## config.mk

```make
export PLATFORM = sky130hd
export DESIGN_NAME = apb_regbank_slave
export DESIGN_NICKNAME = d
export VERILOG_FILES = /design/src/rtl/apb_regbank_pkg.sv /design/src/rtl/apb_regbank_mem.sv /design/src/rtl/apb_regbank_slave.sv
export SDC_FILE = /design/constraint.sdc
export NUM_CORES = 1
export LEC_CHECK = 0
export CELL_PAD_IN_SITES_DETAIL_PLACEMENT = 1
export CELL_PAD_IN_SITES_GLOBAL_PLACEMENT = 2
export CORE_MARGIN = 3
export CORE_UTILIZATION = 45
export DETAILED_ROUTE_END_ITERATION = 12
export PLACE_DENSITY_LB_ADDON = 0.15
export SLEW_MARGIN = 40
export SYNTH_ARGS = -nofsm -noshare
export SYNTH_HDL_FRONTEND = slang
export SYNTH_SLANG_ARGS = --single-unit
```

## constraint.sdc

```tcl
create_clock -name PCLK -period 16.4 [get_ports PCLK]
set_input_delay 3.28 -clock PCLK [delete_from_list [all_inputs] [get_ports PCLK]]
set_output_delay 3.28 -clock PCLK [all_outputs]
set_load 0.02 [all_outputs]
```

## src/rtl/apb_regbank_pkg.sv

```systemverilog
// Shared types and constants for the APB register-bank slave.
package apb_regbank_pkg;

    typedef enum logic [1:0] {
        ST_IDLE   = 2'd0,
        ST_SETUP  = 2'd1,
        ST_ACCESS = 2'd2
    } apb_state_e;

    localparam int WAIT_CNT_W = 4;

    function automatic int strb_width(input int data_width);
        return data_width / 8;
    endfunction

endpackage

```

## src/rtl/apb_regbank_mem.sv

```systemverilog
// Word register array with byte-enable write and a combinational read port.
// Out-of-range read addresses return zero.
module apb_regbank_mem
    import apb_regbank_pkg::*;
#(
    parameter int ADDR_WIDTH = 8,
    parameter int DATA_WIDTH = 16,
    parameter int DEPTH      = 16
) (
    input  logic                                clk,
    input  logic                                rst,
    input  logic                                we,
    input  logic [ADDR_WIDTH-1:0]               waddr,
    input  logic [DATA_WIDTH-1:0]               wdata,
    input  logic [strb_width(DATA_WIDTH)-1:0]   wstrb,
    input  logic [ADDR_WIDTH-1:0]               raddr,
    output logic [DATA_WIDTH-1:0]               rdata
);

    localparam int STRB_W = strb_width(DATA_WIDTH);

    logic [DATA_WIDTH-1:0] regs_r [DEPTH];

    // Register storage: cleared by reset, byte-granular update on write enable
    always_ff @(posedge clk or posedge rst) begin
        if (rst) begin
            for (int i = 0; i < DEPTH; i++) begin
                regs_r[i] <= '0;
            end
        end else if (we) begin
            for (int i = 0; i < DEPTH; i++) begin
                if (waddr == ADDR_WIDTH'(i)) begin
                    for (int b = 0; b < STRB_W; b++) begin
                        if (wstrb[b]) begin
                            regs_r[i][8*b +: 8] <= wdata[8*b +: 8];
                        end
                    end
                end
            end
        end
    end

    // Read mux built as an AND-OR tree so an unmatched address yields zero
    always_comb begin
        rdata = '0;
        for (int i = 0; i < DEPTH; i++) begin
            rdata = rdata | (regs_r[i] & {DATA_WIDTH{raddr == ADDR_WIDTH'(i)}});
        end
    end

endmodule

```

## src/rtl/apb_regbank_slave.sv

```systemverilog
// APB slave fronting a word register bank with fixed wait states.
// Optional byte strobes are enabled by defining APB_SLAVE_PSTRB_EN.
module apb_regbank_slave
    import apb_regbank_pkg::*;
#(
    parameter int ADDR_WIDTH  = 8,
    parameter int DATA_WIDTH  = 16,
    parameter int DEPTH       = 16,
    parameter int WAIT_STATES = 2
) (
    input  logic                                PCLK,
    input  logic                                PRESET,
    input  logic                                PSEL,
    input  logic                                PENABLE,
    input  logic                                PWRITE,
    input  logic [ADDR_WIDTH-1:0]               PADDR,
    input  logic [DATA_WIDTH-1:0]               PWDATA,
`ifdef APB_SLAVE_PSTRB_EN
    input  logic [strb_width(DATA_WIDTH)-1:0]   PSTRB,
`endif
    output logic [DATA_WIDTH-1:0]               PRDATA,
    output logic                                PREADY,
    output logic                                PSLVERR
);

    localparam int STRB_W = strb_width(DATA_WIDTH);
    localparam logic [WAIT_CNT_W-1:0] WAIT_LOAD = WAIT_CNT_W'(WAIT_STATES);

    apb_state_e              state_r;
    apb_state_e              state_s;
    logic [WAIT_CNT_W-1:0]   cnt_r;
    logic [WAIT_CNT_W-1:0]   cnt_s;
    logic                    setup_s;
    logic                    pready_s;
    logic                    addr_ok_s;
    logic                    mem_we_s;
    logic [STRB_W-1:0]       strb_in_s;
    logic [DATA_WIDTH-1:0]   rdata_s;

    logic [ADDR_WIDTH-1:0]   addr_r;
    logic                    write_r;
    logic [DATA_WIDTH-1:0]   wdata_r;
    logic [STRB_W-1:0]       strb_r;
    logic                    pready_r;
    logic                    pslverr_r;
    logic [DATA_WIDTH-1:0]   prdata_r;

`ifdef APB_SLAVE_PSTRB_EN
    assign strb_in_s = PSTRB;
`else
    assign strb_in_s = {STRB_W{1'b1}};
`endif

    assign addr_ok_s = (32'(addr_r) < 32'(DEPTH));
    assign mem_we_s  = (state_r == ST_ACCESS) && pready_r && write_r && addr_ok_s;

    // Next-state and wait-counter logic; PREADY is precomputed for the next cycle
    always_comb begin
        state_s = state_r;
        cnt_s   = cnt_r;
        setup_s = 1'b0;
        case (state_r)
            ST_IDLE: begin
                if (PSEL && !PENABLE) begin
                    state_s = ST_SETUP;
                    cnt_s   = WAIT_LOAD;
                    setup_s = 1'b1;
                end else begin
                    state_s = ST_IDLE;
                end
            end
            ST_SETUP: begin
                state_s = ST_ACCESS;
            end
            ST_ACCESS: begin
                if (cnt_r == '0) begin
                    state_s = ST_IDLE;
                end else if (!PSEL) begin
                    state_s = ST_IDLE;
                    cnt_s   = '0;
                end else begin
                    cnt_s   = cnt_r - WAIT_CNT_W'(1);
                end
            end
            default: begin
                state_s = ST_IDLE;
                cnt_s   = '0;
            end
        endcase
        pready_s = (state_s == ST_ACCESS) && (cnt_s == '0);
    end

    // FSM state and wait counter
    always_ff @(posedge PCLK or posedge PRESET) begin
        if (PRESET) begin
            state_r <= ST_IDLE;
            cnt_r   <= '0;
        end else begin
            state_r <= state_s;
            cnt_r   <= cnt_s;
        end
    end

    // Transfer attributes captured on entry to SETUP; bus changes afterwards are ignored
    always_ff @(posedge PCLK or posedge PRESET) begin
        if (PRESET) begin
            addr_r  <= '0;
            write_r <= 1'b0;
            wdata_r <= '0;
            strb_r  <= '0;
        end else if (setup_s) begin
            addr_r  <= PADDR;
            write_r <= PWRITE;
            wdata_r <= PWDATA;
            strb_r  <= strb_in_s;
        end
    end

    // Registered response; PRDATA only changes when a read completes
    always_ff @(posedge PCLK or posedge PRESET) begin
        if (PRESET) begin
            pready_r  <= 1'b0;
            pslverr_r <= 1'b0;
            prdata_r  <= '0;
        end else begin
            pready_r  <= pready_s;
            pslverr_r <= pready_s && !addr_ok_s;
            if (pready_s && !write_r) begin
                prdata_r <= addr_ok_s ? rdata_s : '0;
            end
        end
    end

    apb_regbank_mem #(
        .ADDR_WIDTH (ADDR_WIDTH),
        .DATA_WIDTH (DATA_WIDTH),
        .DEPTH      (DEPTH)
    ) u_mem (
        .clk   (PCLK),
        .rst   (PRESET),
        .we    (mem_we_s),
        .waddr (addr_r),
        .wdata (wdata_r),
        .wstrb (strb_r),
        .raddr (addr_r),
        .rdata (rdata_s)
    );

    assign PREADY  = pready_r;
    assign PSLVERR = pslverr_r;
    assign PRDATA  = prdata_r;

endmodule

```

==> metrics.txt <==
min-delay src=strb_r[0]; routed length on met2=~21 mm; kind of end point of the critical path=flip-flop; r2r endpoint=u_mem.regs_r[77]; vias in the first global route=10158; WL per Instance=~29 um; TritonCTS clock tree=done; Final period util=about a third; Congestion Overflow GR=0; fin crit period=5.62 ns; WHS Path Cells=1; FP Rows=between 60 and 70; Clock Latency Late Sink=0.53 ns; kind of critical path=input pin to flip-flop; VDD IR-drop max=between 90 and 100 uV; # placed instances=1521; Final ANT Viol Nets=0; Routed WL=approximately 45 mm; hold crit path type=flip-flop to flip-flop; core area=0.0318 mm^2; area of the multi-input gates=0.00649 mm^2; first-pass GRT wire length=between 60 and 70 mm; fin nets=roughly 1200; setup bufs post-CTS=0; Area Overhead vs Synth=14.8%; Cell Area, Synth=0.0146 mm^2; predominant post-synthesis flop cell=dfrtp_1; CTS Buffer Depth=3; Min-Delay Endpoint=strb_r[0]; R2R Setup Slk=approximately 13 ns; number of H-tree levels=2; Synth async-reset ratio=100%; Synth Register Bits=306; Reg clk slew, reported paths=roughly 0.050 ns; syn avg cell area=between 10 and 15 um^2; Yosys cell types=71; setup TNS=0 ns; RSZ-0062 raised after global routing=no; Syn Inst Count=roughly 1100; die area=between 0.03 and 0.04 mm^2; Rel. slew slack=~44%; Clock Skews=roughly 0.023 ns; Setup violations, final=0; initial antenna violation count=0; clk sink count=approximately 310; WL met1=slightly above 20 mm; Worst Setup Start Kind=input pin; routed wl met3=roughly 2.3 mm; max cap viols=0; Crit Path Max Fanout=32; CTS Buf Count=37; arrival time of the worst setup path=roughly 6.0 ns; number of synthesized flops with an enable pin=0; Synth warnings=0; Resize count post-CTS=0; vias per cell=6.08; Starting DRT DRC Count=about 650; CP required=16.79 ns; pwr dens=~130 mW/mm^2; Finished Core Util=52.8%; CTS root buffer=clkbuf_16; layout cells sized above 1=around 36%; Crit-path slowest cell=and4_2; Mapped Nets=1126; Layout Cells excl Fill=1587; sequential area share after synthesis=52.3%; Worst-Margin Slew=0.830 ns; post-DP HPWL=about 28 mm; Slew Limit Fails=0; outcome=complete, no violations; Crit path largest cell delay=between 0.7 and 0.8 ns; reg2reg path depth=6; Vias=9652; Initial Utilization=a little under half; worst path cell trace=clkdlybuf4s50_1 > nor3b_1 > and2_4 > a211oi_1 > and4_2 > mux2_2; endpoints failing hold=0; Seq. cell area=0.00766 mm^2; worst setup path startpoint=PSEL; R2R Path Start=addr_r[1]; top routing layer in use=met4; Placer Congestion=approximately 0.81; hold_buf cts=0; die width=about 190 um; Pleak=a little under 0.008 uW; Chip Height=between 150 and 200 um; DRC=0; drt first pass iters=5; gr usage total=26.0%; pin count of the biggest net entering global routing=80; Max Clk Rate=about 0.18 GHz; IO Pins=47; Buffers on Ports=46; Filler cells=between 3000 and 4000
[cell usage after synthesis (12+ instances only)]
library cell	n	area (um^2)
buf_1	29	109
nand2_1	37	139
inv_1	12	45.0
mux2_1	30	338
a21oi_1	17	85.1
nor3_1	16	80.1
clkbuf_1	39	146
nor2_1	19	71.3
mux2_2	225	2530
nor2b_1	12	75.1
nor3_4	15	244
dfrtp_1	306	7660
a22oi_1	18	135
mux2i_1	21	210
nand3_1	21	105
mux2_4	50	751
o21ai_0	18	90.1
[how the worst max path moves through the flow]
| stage | end | cells past startpoint |
|---|---|---|
| after floorplan | PRDATA[0] | 1 |
| after global placement | PRDATA[2] | 6 |
| after detailed placement | PRDATA[2] | 6 |
| after CTS | PRDATA[14] | 6 |
| after global routing | PRDATA[13] | 6 |
| final | PRDATA[13] | 6 |
[cell usage in the layout, fill, tap and decap left out, types with 8 or more instances in the layout]
| cell type | n |
|---|---|
| a22o_1 | 10 |
| buf_4 | 29 |
| a221oi_1 | 9 |
| nand4b_1 | 8 |
| nor3_4 | 15 |
| nand3_1 | 21 |
| mux2_2 | 225 |
| clkbuf_8 | 9 |
| mux2_1 | 30 |
| a22oi_1 | 18 |
| o21ai_0 | 18 |
| dfrtp_1 | 302 |
| nor3_1 | 16 |
| mux2i_1 | 21 |
| mux2_4 | 50 |
| clkbuf_16 | 39 |
| clkbuf_1 | 8 |
| a31oi_1 | 10 |
| nand3b_1 | 9 |
| inv_1 | 11 |
| a32oi_1 | 9 |
| nand4_1 | 9 |
| nor2_1 | 18 |
| clkdlybuf4s50_1 | 46 |
| nand2_1 | 37 |
| a21oi_1 | 17 |
| nor2b_1 | 8 |
[final cells by class]
cell class	count	area share [%]
flip-flops and latches	306	45.6
multi-input cells	686	38.6
clock buffers	56	6.72
repair buffers	80	4.37
well taps	435	3.24
clock inverters	9	1.08
inverters	14	0.357
diodes	1	0.0149
[through the flow]
step                      cell area (um^2)  hold slack [ns]  worst slack [ns]  power (uW)
after floorplan                      14600            0.440              4.66        1070
after global placement               15400            0.459              9.77        1250
after detailed placement             15500            0.458             10.02        1250
after CTS                            16800            0.474             10.56        2130
after global routing                 16800            0.491             10.61        2200
final                                16800            0.473             10.78        2120
[cell families after synthesis]
family	share of synthesized area [%]
adders and majority gates	0.171
muxes	27.1
AOI/OAI and AO/OA	7.89
buffers and inverters	3.63
and+or+nand+nor	8.87
DFF	52.3
[where the power goes]
group	switching (uW)	internal, uW	total, uW	leakage, uW
registers	94.7	786	881	0.00420
clock network	319	554	873	0.000642
logic	258	107	365	0.00291
total	672	1450	2120	0.00776
[flip-flops by register name, indices dropped and copies added, names as in the netlist]
| register | cells |
|---|---|
| PRDATA | 16 |
| strb_r | 1 |
| state_r | 2 |
| addr_r | 8 |
| u_mem.regs_r | 256 |
| PSLVERR | 1 |
| PREADY | 1 |
| cnt_r | 4 |
| wdata_r | 16 |
| write_r | 1 |
[worst max-delay path, delay by kind of cell]
family	cells	cell delay [ns]
compound gates	1	0.64
mux	1	0.40
simple gates	3	1.27
buf+inv	1	0.41
[per-layer routing]
metal / track usage [%] / vias to the layer above
met5: 0 / -
met4: 7.41 / 0
met3: 3.64 / 77
met2: 42.1 / 255
met1: 36.9 / 5168
li1: - / 4152
Note: power is estimated with default switching activity, not from simulation.
